`config.mk`:
```
export PLATFORM = sky130hd
export DESIGN_NAME = uart_rx_framer_flat
export DESIGN_NICKNAME = d
export VERILOG_FILES = /design/src/rtl/uart_rx_framer_if.sv /design/src/rtl/uart_rx_framer.sv /design/src/flat_wrapper.sv
export SDC_FILE = /design/constraint.sdc
export NUM_CORES = 1
export LEC_CHECK = 0
export ABC_AREA = 1
export BUFFER_PORTS_ARGS = -buffer_cell sky130_fd_sc_hd__buf_4
export CAP_MARGIN = 20
export CELL_PAD_IN_SITES_DETAIL_PLACEMENT = 1
export CELL_PAD_IN_SITES_GLOBAL_PLACEMENT = 2
export CORE_MARGIN = 2
export CORE_UTILIZATION = 36
export CTS_BUF_LIST = sky130_fd_sc_hd__clkbuf_4 sky130_fd_sc_hd__clkbuf_8
export CTS_CLUSTER_SIZE = 24
export DETAILED_ROUTE_END_ITERATION = 10
export PLACE_DENSITY_LB_ADDON = 0.1
export SLEW_MARGIN = 5
export SYNTH_ARGS = -nofsm -noshare
export SYNTH_HDL_FRONTEND = slang
export SYNTH_SLANG_ARGS = --single-unit
```
`constraint.sdc`:
```
create_clock -name clk -period 1.7 [get_ports clk]
set_clock_uncertainty 0.2 [all_clocks]
set_input_delay 0.17 -clock clk [delete_from_list [all_inputs] [get_ports clk]]
set_output_delay 0.17 -clock clk [all_outputs]
set_load 0.005 [all_outputs]
```
`src/rtl/uart_rx_framer_if.sv`:
```
// Receive-side handshake between the UART RX framer and the RX FIFO write port.
// The framer is the master: it drives the byte, the write strobe and the status pulses.
interface uart_rx_framer_if #(
  parameter int DATA_BITS = 8
);
  logic                 fifo_full;
  logic [DATA_BITS-1:0] data_out;
  logic                 data_valid;
  logic                 frame_err;
  logic                 overrun;
  logic                 busy;

  modport master (
    input  fifo_full,
    output data_out,
    output data_valid,
    output frame_err,
    output overrun,
    output busy
  );

  modport slave (
    output fifo_full,
    input  data_out,
    input  data_valid,
    input  frame_err,
    input  overrun,
    input  busy
  );
endinterface

```
`src/rtl/uart_rx_framer.sv`:
```
// Framed UART receiver: synchronises the line, validates the start bit, samples data
// bits at mid-bit, checks the stop bit and emits one write strobe or error pulse per frame.
module uart_rx_framer #(
  parameter int CLKS_PER_BIT = 16,
  parameter int DATA_BITS    = 8
) (
  input  logic             clk,
  input  logic             rst_n,
  input  logic             rx_in,
  uart_rx_framer_if.master fifo_if
);

  localparam int CNT_W = $clog2(CLKS_PER_BIT);
  localparam int IDX_W = $clog2(DATA_BITS + 1);

  localparam logic [CNT_W-1:0] HALF_LAST = CNT_W'(CLKS_PER_BIT / 2 - 1);
  localparam logic [CNT_W-1:0] BIT_LAST  = CNT_W'(CLKS_PER_BIT - 1);
  localparam logic [IDX_W-1:0] IDX_LAST  = IDX_W'(DATA_BITS - 1);

  typedef enum logic [2:0] {
    IDLE,
    START,
    DATA,
    STOP,
    WAIT_IDLE
  } state_t;

  state_t               state, state_n;
  logic [CNT_W-1:0]     cnt, cnt_n;
  logic [IDX_W-1:0]     bit_idx, bit_idx_n;
  logic [DATA_BITS-1:0] shift_reg, shift_n;
  logic [DATA_BITS-1:0] data_reg, data_n;
  logic                 valid_q, valid_n;
  logic                 ferr_q, ferr_n;
  logic                 ovr_q, ovr_n;
  logic                 rx_meta, rx_s;

  // Synchroniser flops come out of reset high so an idle line is not seen as a start bit.
  always_ff @(posedge clk or negedge rst_n) begin
    if (!rst_n) begin
      rx_meta <= 1'b1;
      rx_s    <= 1'b1;
    end else begin
      rx_meta <= rx_in;
      rx_s    <= rx_meta;
    end
  end

  always_ff @(posedge clk or negedge rst_n) begin
    if (!rst_n) begin
      state     <= IDLE;
      cnt       <= '0;
      bit_idx   <= '0;
      shift_reg <= '0;
      data_reg  <= '0;
      valid_q   <= 1'b0;
      ferr_q    <= 1'b0;
      ovr_q     <= 1'b0;
    end else begin
      state     <= state_n;
      cnt       <= cnt_n;
      bit_idx   <= bit_idx_n;
      shift_reg <= shift_n;
      data_reg  <= data_n;
      valid_q   <= valid_n;
      ferr_q    <= ferr_n;
      ovr_q     <= ovr_n;
    end
  end

  // Data arrives LSB first, so shifting in from the top leaves bit 0 in place after the last bit.
  always_comb begin
    state_n   = state;
    cnt_n     = cnt;
    bit_idx_n = bit_idx;
    shift_n   = shift_reg;
    data_n    = data_reg;
    valid_n   = 1'b0;
    ferr_n    = 1'b0;
    ovr_n     = 1'b0;

    case (state)
      IDLE: begin
        cnt_n = '0;
        if (!rx_s) begin
          state_n = START;
        end
      end

      START: begin
        if (cnt == HALF_LAST) begin
          cnt_n     = '0;
          bit_idx_n = '0;
          state_n   = rx_s ? IDLE : DATA;
        end else begin
          cnt_n = cnt + CNT_W'(1);
        end
      end

      DATA: begin
        if (cnt == BIT_LAST) begin
          cnt_n   = '0;
          shift_n = {rx_s, shift_reg[DATA_BITS-1:1]};
          if (bit_idx == IDX_LAST) begin
            bit_idx_n = '0;
            state_n   = STOP;
          end else begin
            bit_idx_n = bit_idx + IDX_W'(1);
          end
        end else begin
          cnt_n = cnt + CNT_W'(1);
        end
      end

      // Leaving at mid-stop-bit lets a following start bit be caught with no idle gap.
      STOP: begin
        if (cnt == BIT_LAST) begin
          cnt_n = '0;
          if (rx_s) begin
            state_n = IDLE;
            if (fifo_if.fifo_full) begin
              ovr_n = 1'b1;
            end else begin
              data_n  = shift_reg;
              valid_n = 1'b1;
            end
          end else begin
            ferr_n  = 1'b1;
            state_n = WAIT_IDLE;
          end
        end else begin
          cnt_n = cnt + CNT_W'(1);
        end
      end

      WAIT_IDLE: begin
        cnt_n = '0;
        if (rx_s) begin
          state_n = IDLE;
        end
      end

      default: begin
        state_n = IDLE;
        cnt_n   = '0;
      end
    endcase
  end

  assign fifo_if.data_out   = data_reg;
  assign fifo_if.data_valid = valid_q;
  assign fifo_if.frame_err  = ferr_q;
  assign fifo_if.overrun    = ovr_q;
  assign fifo_if.busy       = (state != IDLE);

endmodule

```
`src/flat_wrapper.sv`:
```
// flat-port wrapper written by rule: the top's interface ports become plain ports
module uart_rx_framer_flat 
#(
  parameter int CLKS_PER_BIT = 16,
  parameter int DATA_BITS    = 8
)
  (clk, rst_n, rx_in, fifo_if_fifo_full, fifo_if_data_out, fifo_if_data_valid, fifo_if_frame_err, fifo_if_overrun, fifo_if_busy);
  uart_rx_framer_if #(.DATA_BITS(DATA_BITS)) fifo_if_i ();
  input  logic clk;
  input  logic rst_n;
  input  logic rx_in;
  input wire logic [$bits(fifo_if_i.fifo_full)-1:0] fifo_if_fifo_full;
  output wire logic [$bits(fifo_if_i.data_out)-1:0] fifo_if_data_out;
  output wire logic [$bits(fifo_if_i.data_valid)-1:0] fifo_if_data_valid;
  output wire logic [$bits(fifo_if_i.frame_err)-1:0] fifo_if_frame_err;
  output wire logic [$bits(fifo_if_i.overrun)-1:0] fifo_if_overrun;
  output wire logic [$bits(fifo_if_i.busy)-1:0] fifo_if_busy;
  assign fifo_if_i.fifo_full = fifo_if_fifo_full;
  assign fifo_if_data_out = fifo_if_i.data_out;
  assign fifo_if_data_valid = fifo_if_i.data_valid;
  assign fifo_if_frame_err = fifo_if_i.frame_err;
  assign fifo_if_overrun = fifo_if_i.overrun;
  assign fifo_if_busy = fifo_if_i.busy;
  uart_rx_framer #(.CLKS_PER_BIT(CLKS_PER_BIT), .DATA_BITS(DATA_BITS)) u_core (.clk(clk), .rst_n(rst_n), .rx_in(rx_in), .fifo_if(fifo_if_i));
endmodule
```
# ---- Word level (Yosys, flattened, before mapping)
# Index checks and enable logic that the tools add are counted.
dict set report word_totals {
  ff_bits 32
  in_bits 4
  out_inout_bits 12
}
dict set report op_classes {
  n_addsub 2
  n_eq_ne 13
  muxes 27
  n_bitwise 1
  n_reduce_logical 8
}
# cell count
set ops {}
lappend ops {{$mux 3} 7}
lappend ops {{$mux 4} 5}
lappend ops {{$pmux 4 s2} 2}
lappend ops {{$pmux 3 s5} 1}
lappend ops {{$mux 1} 11}
lappend ops {{$ne 2x1->1 const B} 5}
lappend ops {{$add 4x1->4 const B} 2}
lappend ops {{$eq 4x3->1 const B} 2}
lappend ops {{$eq 3x2->1 const B} 2}
lappend ops {{$reduce_and 6->1} 1}
lappend ops {{$eq 4x4->1 const B} 1}
lappend ops {{$reduce_and 4->1} 1}
lappend ops {{$eq 3x1->1 const B} 1}
lappend ops {{$eq 3x3->1 const B} 1}
lappend ops {{$logic_not 3->1} 1}
lappend ops {{$reduce_and 3->1} 1}
lappend ops {{$reduce_bool 3->1} 1}
lappend ops {{$mux 2} 1}
lappend ops {{$ne 2x2->1 const B} 1}
lappend ops {{$reduce_and 2->1} 1}
lappend ops {{$reduce_bool 2->1} 1}
lappend ops {{$reduce_or 2->1} 1}
lappend ops {{$not 1->1} 1}

# ---- Depth between registers and ports, before layout
# Gate-level depths: netlist of the first run.
dict set report depth {
  word_depth 4
  ltp_mapped 8
  mapped_depth_nobuf 8
}

# ---- Worst setup path before layout of the first run
# OpenSTA, ideal clock, no wires.
dict set report synth_path {
  path_kind {register -> register}
  start {register u_core.cnt[0]}
  end {register u_core.data_reg[3], in the netlist u_core.fifo_if.data_out[3]}
  setup_time_ns 0.117
  arrival_ns 1.196
  required_ns 1.383
  setup_slack_ns 0.187
  stages_incl_launch_ff 8
  n_path_buf 1
  synth_period_minus_slack_ns 1.513
  path_cell_list {dfrtp_1 ha_1 nand3_2 nor2_2 nand3_4 buf_6 nand2_1 o21ai_2}
}
dict set report synth_via {
  elab_chain_cells 2
}
# element line
set synth_rtl {}
lappend synth_rtl {{start, declared} uart_rx_framer.sv:29} ;# logic [CNT_W-1:0] cnt, cnt_n;
lappend synth_rtl {{start signal, assigned} uart_rx_framer.sv:61} ;# cnt <= cnt_n;
lappend synth_rtl {{$eq 4x4->1} uart_rx_framer.sv:117} ;# if (cnt == BIT_LAST) begin
lappend synth_rtl {{$reduce_and 4->1 (no source line)} --}
lappend synth_rtl {{end signal, assigned} uart_rx_framer.sv:64} ;# data_reg <= data_n;
lappend synth_rtl {{end, declared} uart_rx_framer.sv:32} ;# logic [DATA_BITS-1:0] data_reg, data_n;
# Every way passes these cells.
# A chain may end at the register's enable or synchronous reset.

# ---- Worst setup path in the final report of the first run
dict set report layout_path {
  start {register u_core.cnt[0]}
  end {register u_core.state[2]}
}
dict set report layout_via {
  elab_chain_cells 3
  elab_cells_between_ends 6
}
# element line
set layout_rtl {}
lappend layout_rtl {{$eq 4x4->1 or $eq 4x3->1 (tied branches)} {uart_rx_framer.sv:101, uart_rx_framer.sv:117, uart_rx_framer.sv:91}}
lappend layout_rtl {{$ne 2x1->1 (no source line)} --}
lappend layout_rtl {{$reduce_and 6->1 (no source line) *} --}
lappend layout_rtl {{end signal, assigned} uart_rx_framer.sv:60} ;# state <= state_n;
lappend layout_rtl {{end, declared} uart_rx_framer.sv:28} ;# state_t state, state_n;
# Every way passes the cells marked *; elsewhere a longest branch is shown, timed or not.

==> summary.txt, run 1 <==
Floorplanning
  • Core area: 3970 um2
  • Starting density of the core: 37.0%
  • Die height: 67.9 um
  • Die ar.: 4610 um2
  • Ports: 16
  • Die Wd: 67.9 um
  • Row cnt: 23

Power and ir drop
  • Fraction of power spent switching nets: 30.7%
  • Static leakage: 0.943 nW
  • Register share of total power: 42.1%
  • P_sw: 0.000651 W
  • Internal power: 0.00147 W
  • Maximum VDD drop: 483 uV
  • Clock power share: 34.8%
  • Comb pwr share: 23.2%
  • Power density over the cells: 1160 nW/um2

Clock network
  • TritonCTS clock tree: yes
  • Clk Latency, worst-skew pair: 0.28 ns
  • Clock transition at path regs: 0.07 ns
  • Max Root-Sink Buffers: 2
  • CTS Sinks: 32
  • CTS H-tree lvls: 2
  • Total CTS buffers: 5
  • Root buffer cell: clkbuf_8

Route
  • TritonRoute pass-1 iters: 4
  • # DRC: 0
  • Via/cell ratio: 4.71
  • Post-route ant nets: 0
  • Wire per inst: 13.3 um
  • DR vias: 1108
  • Post-Route WL: 3.12 mm
  • Drt first-iter violations: 39

Layout
  • Fin nets: 190
  • Share of cells above drive strength 1: 31.9%
  • Final Non-Filler Cells: 235
  • # diodes: 0
  • Fin area: 1820 um2
  • Area Growth Syn to Fin: 24.0%

Timing
  • Slew headroom: 72.4%
  • Worst Max-Slew Pin Slew: 0.413 ns
  • Fin Setup TNS: 0 ns
  • Final setup violation count: 0
  • Max Slew Vio Count: 0
  • Minimum clock period: 1.60 ns
  • Final Hold Viols: 0
  • Final hold slack: 0.0961 ns
  • Final WS setup: 0.105 ns
  • Period utilisation layout: 93.8%
  • Max frequency: 627 MHz

Placement
  • Dpl cells: 222
  • Final Wtd Congestion: 0.764
  • # port buffers: 15
  • Pre-CTS setup slack: -0.00606 ns
  • Placement Cell Area: 1630 um2
  • DP HPWL: 2.10 mm

Global route
  • Vias in the first global route: 1045
  • Busiest grt layer: met2
  • Grt met1 use: 19.7%
  • GRT Overall Usage: 15.2%
  • Initial antenna violation count: 0
  • Met2 Use GR: 22.4%
  • Grt total ovfl: 0
  • First-pass GRT wire length: 5.01 mm
  • Largest net degree at the start of global routing: 33
  • Met3 Use GR: 5.43%

Logic synthesis
  • Synth Area per Inst: 9.30 um2
  • Unique masters post-synth: 27
  • Ys Warns: 0
  • Synthesized instance count: 158
  • Post-Syn Nets: 164
  • Sequential fraction of the synthesis area: 54.6%
  • Post-Syn Area: 1470 um2
  • #FFs+latches synth: 32

Min path
  • Hold Crit Depth: 3
  • Hold path start: fifo_if_fifo_full
  • Hold Crit Class: in -> reg
  • WHS Endpoint: u_core.fifo_if.overrun$_DFF_PN0_

Job
  • Max-Cap Viols: 0

Setup path
  • Critical path cell sequence: ha_4 > nand3_2 > nand2_1 > inv_2 > nor2_4 > buf_4 > nand4_1 > nand2_1
  • FF-to-FF End: u_core.state[2]$_DFFE_PN0P_
  • Reg-to-reg startpoint: u_core.cnt[0]$_DFF_PN0_
  • Reg2Reg Setup Slack: 0.10 ns
  • CP endpoint kind: flop
  • Most used cell, CP: nand2_1
  • Worst EP required: 1.72 ns
  • Max FO, Critical Path: 5
  • CP Class: reg -> reg
  • Reg2reg path depth: 8
  • CP max stage cell: dfrtp_1
  • Worst path arrival time: 1.62 ns
  • Critical path launch point type: flop
  • CP max stage delay: 0.41 ns

Run status
  • Outcome: completed
[cell type report]
| cell class | instances | area (um2) |
|---|---|---|
| Tap cell | 50 | 62.6 |
| Timing Repair Buffer | 21 | 163 |
| Inverter | 20 | 75.1 |
| Sequential cell | 32 | 805 |
| Clock inverter | 2 | 35.0 |
| Multi-Input combinational cell | 104 | 607 |
| Fill cell | 472 | 2150 |
| Clock buffer | 6 | 76.3 |
[cells by family after synthesis]
logic type	share of synthesized area, %
compound gates	9.11
xor+xnor	1.19
fa+ha+maj	1.70
buf+inv	6.98
flops	54.6
simple gates	26.4
[per-layer routing]
layer / vias to the layer above / wire length [um]
met4: 0 / 59
met3: 6 / 109
met1: 534 / 1480
li1: 552 / -
met2: 16 / 1470
met5: - / 0
[power groups by stage]
stage / Combinational [W] / Sequential [W] / Clock, W
6_report: 0.000491 / 0.000891 / 0.000736
5_1_grt: 0.000561 / 0.000901 / 0.000795
4_1_cts: 0.000446 / 0.000881 / 0.000762
3_5_place_dp: 0.000437 / 0.000896 / 0
3_3_place_gp: 0.000426 / 0.000893 / 0
2_1_floorplan: 0.000296 / 0.000879 / 0
[placed cells by master, fill, tap and decap left out, types with 2 or more instances in the layout]
| master | netlist | final |
|---|---|---|
| nand2_1 | 43 | 43 |
| dfrtp_1 | 30 | 29 |
| buf_4 | 0 | 19 |
| inv_1 | 15 | 15 |
| nor2_1 | 9 | 8 |
| nand3_1 | 8 | 8 |
| o21ai_2 | 8 | 8 |
| o21ai_0 | 8 | 8 |
| inv_2 | 5 | 5 |
| clkbuf_8 | 0 | 5 |
| nand4_1 | 4 | 4 |
| nor2_4 | 2 | 3 |
| nor2_2 | 3 | 3 |
| nand2_4 | 2 | 3 |
| xor2_1 | 2 | 2 |
| nand2_2 | 3 | 2 |
| nand3_4 | 1 | 2 |
| dlygate4sd3_1 | 0 | 2 |
| dfstp_2 | 2 | 2 |
[cells in the mapped netlist]
library cell | number | area, um2
a21oi_1 | 1 | 5.00
buf_2 | 1 | 5.00
buf_6 | 2 | 22.5
dfrtp_1 | 30 | 751
dfstp_2 | 2 | 52.6
ha_1 | 2 | 25.0
inv_1 | 15 | 56.3
inv_2 | 5 | 18.8
nand2_1 | 43 | 161
nand2_2 | 3 | 18.8
nand2_4 | 2 | 22.5
nand3_1 | 8 | 40.0
nand3_2 | 1 | 10.0
nand3_4 | 1 | 17.5
nand4_1 | 4 | 25.0
nor2_1 | 9 | 33.8
nor2_2 | 3 | 18.8
nor2_4 | 2 | 22.5
nor3_1 | 1 | 5.00
nor4_1 | 1 | 6.26
o21a_1 | 1 | 7.51
o21ai_0 | 8 | 40.0
o21ai_1 | 1 | 5.00
o21ai_2 | 8 | 70.1
o22ai_1 | 1 | 6.26
or2_2 | 1 | 6.26
xor2_1 | 2 | 17.5
[worst max-delay path by stage]
stage	from	endpoint
finish	u_core.cnt[0]$_DFF_PN0_	u_core.state[2]$_DFFE_PN0P_
global route	u_core.cnt[0]$_DFF_PN0_	u_core.fifo_if.data_out[7]$_DFFE_PN0P_
CTS	u_core.cnt[0]$_DFF_PN0_	u_core.fifo_if.data_out[0]$_DFFE_PN0P_
detailed placement	u_core.cnt[0]$_DFF_PN0_	u_core.bit_idx[2]$_DFFE_PN0P_
global placement	u_core.cnt[0]$_DFF_PN0_	u_core.bit_idx[2]$_DFFE_PN0P_
floorplan	u_core.cnt[0]$_DFF_PN0_	u_core.fifo_if.data_out[3]$_DFFE_PN0P_
[worst max-delay path: cells and delay by family, from the launching register on]
family	cells	cell delay (ns)
and+or+nand+nor	5	0.54
DFF	1	0.41
buffers and inverters	2	0.20
adders and majority gates	1	0.18
[repair_timing]
| action | in CTS | in global routing |
|---|---|---|
| cloned | 0 | 1 |
| gates resized for setup | 1 | 6 |
| buffers inserted | 0 | 2 |
| setup endpoints to repair | 3 | 15 |
| hold buffers | 2 | 0 |
| hold endpoints to repair | 33 | 0 |
| pin swaps | 0 | 3 |
[per-stage QoR]
stage          util (%)  power [W]
4_1_cts            44.5    0.00209
3_5_place_dp       41.1    0.00133
3_3_place_gp       41.1    0.00132
5_1_grt            45.9    0.00226
6_report           45.9    0.00212
2_1_floorplan         -    0.00118
Note: power is estimated with default switching activity, not from simulation.
==> inputs of run 2 (changes only) <==
- CORE_UTILIZATION: 36 -> 34
- clock period: 1.7 -> 1.35 ns (I/O delays scaled with it)
==> run 2 against run 1 <==
Critical path type unchanged. Count of clock-buffer cells in the layout stayed put. Wire length rose by 21%. Power up 44%. Non-clock buffer count rose by 24. Highest routed layer unchanged. Via count is 9.7% higher. The flow now finishes with violations (setup timing). Setup slack lost 0.29 ns. Largest cell class unchanged. First-iteration DRC count is 49% higher. Flip-flop and latch count unchanged. Final cell count rose by 10%. Sequential power up 25%.
==> summary.txt, run 2 (synthesis results as in run 1) <==
Layout
  • Fin area: 2230 um2 (was 1820 um2)
  • Fin nets: 214 (was 190)
  • # diodes: 0 (unchanged)
  • Most frequent cells in the layout: buf_4, dfrtp_1, nand2_1, nand2_2, o21ai_2 (was nand2_1, dfrtp_1, buf_4, inv_1)
  • Area Growth Syn to Fin: 51.7% (was 24.0%)
  • Share of cells above drive strength 1: 55.5% (was 31.9%)
  • Most common cell after layout, fill and taps aside: buf_4 (was nand2_1)

Timing
  • Worst Max-Slew Pin Slew: 0.415 ns (was 0.413 ns)
  • RSZ-0062 raised after global routing: yes
  • Final WS setup: -0.189 ns (was 0.105 ns)
  • Final setup violation count: 29 (was 0)
  • Slew headroom: 72.3% (was 72.4%)
  • Max frequency: 650 MHz (was 627 MHz)
  • Minimum clock period: 1.54 ns (was 1.60 ns)
  • Max Slew Vio Count: 0 (unchanged)
  • Period utilisation layout: 114% (was 93.8%)
  • Final Hold Viols: 0 (unchanged)

Run status
  • Violated checks: setup timing
  • Outcome: finished, violations left (was completed)

Placement
  • Final Wtd Congestion: 0.841 (was 0.764)
  • # port buffers: 15 (unchanged)
  • Pre-CTS setup slack: -0.214 ns (was -0.00606 ns)
  • DP HPWL: 2.51 mm (was 2.10 mm)
  • Placement Cell Area: 1830 um2 (was 1630 um2)

Floorplanning
  • Row cnt: 23 (unchanged)
  • Ports: 16 (unchanged)
  • Die ar.: 4870 um2 (was 4610 um2)
  • Starting density of the core: 36.0% (was 37.0%)
  • Core area: 4090 um2 (was 3970 um2)
  • Die height: 69.8 um (was 67.9 um)
  • Die Wd: 69.8 um (was 67.9 um)

Setup path
  • CP max stage cell: dfrtp_1 (unchanged)
  • CP endpoint kind: flop (unchanged)
  • CP max stage delay: 0.41 ns (about the same)
  • Critical path launch point type: flop (unchanged)
  • Critical path cell sequence: ha_4 > nand3_4 > inv_2 > nand2_4 > buf_12 > nand2_4 > nand4_1 > nand2_1 (was ha_4 > nand3_2 > nand2_1 > inv_2 > nor2_4 > buf_4 > nand4_1 > nand2_1)
  • Worst path arrival time: 1.52 ns (was 1.62 ns)
  • CP Class: reg -> reg (unchanged)
  • Max FO, Critical Path: 7 (was 5)
  • Most used cell, CP: nand2_4 (was nand2_1)
  • Worst EP required: 1.33 ns (was 1.72 ns)

Global route
  • Largest net degree at the start of global routing: 33 (unchanged)
  • GRT Overall Usage: 16.7% (was 15.2%)
  • First-pass GRT wire length: 6.23 mm (was 5.01 mm)
  • Vias in the first global route: 1296 (was 1045)
  • Grt total ovfl: 0 (unchanged)
  • Initial antenna violation count: 0 (unchanged)

Route
  • Via/cell ratio: 4.69 (was 4.71)
  • Drt first-iter violations: 58 (was 39)
  • DR vias: 1216 (was 1108)
  • Post-Route WL: 3.76 mm (was 3.12 mm)
  • # DRC: 0 (unchanged)
  • TritonRoute pass-1 iters: 4 (unchanged)
  • Post-route ant nets: 0 (unchanged)
  • Wire per inst: 14.5 um (was 13.3 um)

Clock network
  • CTS H-tree lvls: 2 (unchanged)
  • Max Root-Sink Buffers: 2 (unchanged)
  • Clock transition at path regs: 0.07 ns (about the same)
  • Total CTS buffers: 5 (unchanged)
  • Clk Latency, worst-skew pair: 0.29 ns (was 0.28 ns)
  • TritonCTS clock tree: yes (unchanged)
  • CTS Sinks: 32 (unchanged)
  • Root buffer cell: clkbuf_8 (unchanged)

Job
  • Max-Cap Viols: 0 (unchanged)

Power and ir drop
  • Maximum VDD drop: 734 uV (was 483 uV)
  • Total power: 0.00306 W (was 0.00212 W)
  • Power density over the cells: 1370 nW/um2 (was 1160 nW/um2)
  • Static leakage: 1.15 nW (was 0.943 nW)

Min path
  • Hold Crit Class: in -> reg (unchanged)
run 2: cell types whose count changed in the layout (fill, tap and decap cells not counted), moves of 5 or more:
cell     delta
o21ai_2     +5
nand2_2    +12
nand2_4     +6
buf_6       +6
buf_4      +15
nand2_1    -18
o21ai_0     -8
run 2: through the flow:
| step | hold WS [ns] | TNS [ns] | util [%] | std cells |
|---|---|---|---|---|
| 2_1_floorplan | -0.361 | -0.789 | - | 158 |
| 5_1_grt | 0.0879 | -5.61 | 54.6 | 259 |
| 4_1_cts | 0.0391 | -3.19 | 51.0 | 257 |
| 3_3_place_gp | -0.103 | -2.86 | 44.7 | 242 |
| 6_report | 0.0913 | -3.92 | 54.6 | 259 |
| 3_5_place_dp | -0.0992 | -4.18 | 44.7 | 242 |
run 2: timing repair:
item / CTS / global route
gates resized for setup: 30 / 34
endpoints found under the hold margin: 33 / 0
cloned: 1 / 1
hold buffers: 2 / 0
pin swaps: 13 / 6
buffers inserted: 4 / 2
setup endpoints to repair: 28 / 31
run 2: per-layer routing:
metal	part of all wire [%]	vias to the layer above	GRT usage (%)
met5	0	-	0
met4	1.6	0	6.41
met3	3.3	6	5.23
met2	54	14	28.3
met1	41	590	19.7
li1	-	606	-
run 2: report_power, final:
part | switching, W | internal, W
Clock | 0.000358 | 0.000567
Sequential | 0.0000802 | 0.00103
Combinational | 0.000510 | 0.000513
Total | 0.000949 | 0.00211
run 2: final timing paths:
check,start,endpoint,slack (ns),cells after the start
min in group asynchronous,rst_n,u_core.cnt[3]$_DFF_PN0_,0.12,2
max in group asynchronous,rst_n,u_core.rx_s$_DFF_PN1_,0.49,2
min,fifo_if_fifo_full,u_core.fifo_if.overrun$_DFF_PN0_,0.09,3
min reg2reg,u_core.rx_meta$_DFF_PN1_,u_core.rx_s$_DFF_PN1_,0.15,0
max,u_core.cnt[0]$_DFF_PN0_,u_core.bit_idx[2]$_DFFE_PN0P_,-0.19,8
max reg2reg,u_core.cnt[0]$_DFF_PN0_,u_core.bit_idx[2]$_DFFE_PN0P_,-0.19,8
run 2: worst max-delay path: cells and delay by family (launching register included):
family,cells,cell delay (ns)
flip-flops,1,0.41
AND/OR/NAND/NOR,5,0.42
buffers and inverters,2,0.20
adder cells (fa/ha/maj),1,0.20
run 2: area by class of cell:
class	count	area, um2
sequential	32	806
timing repair buffer	45	403
inverter	20	82.6
tap	50	62.6
clock inverter	2	35.0
multi-input combinational	104	764
fill	451	1860
clock buffer	6	76.3
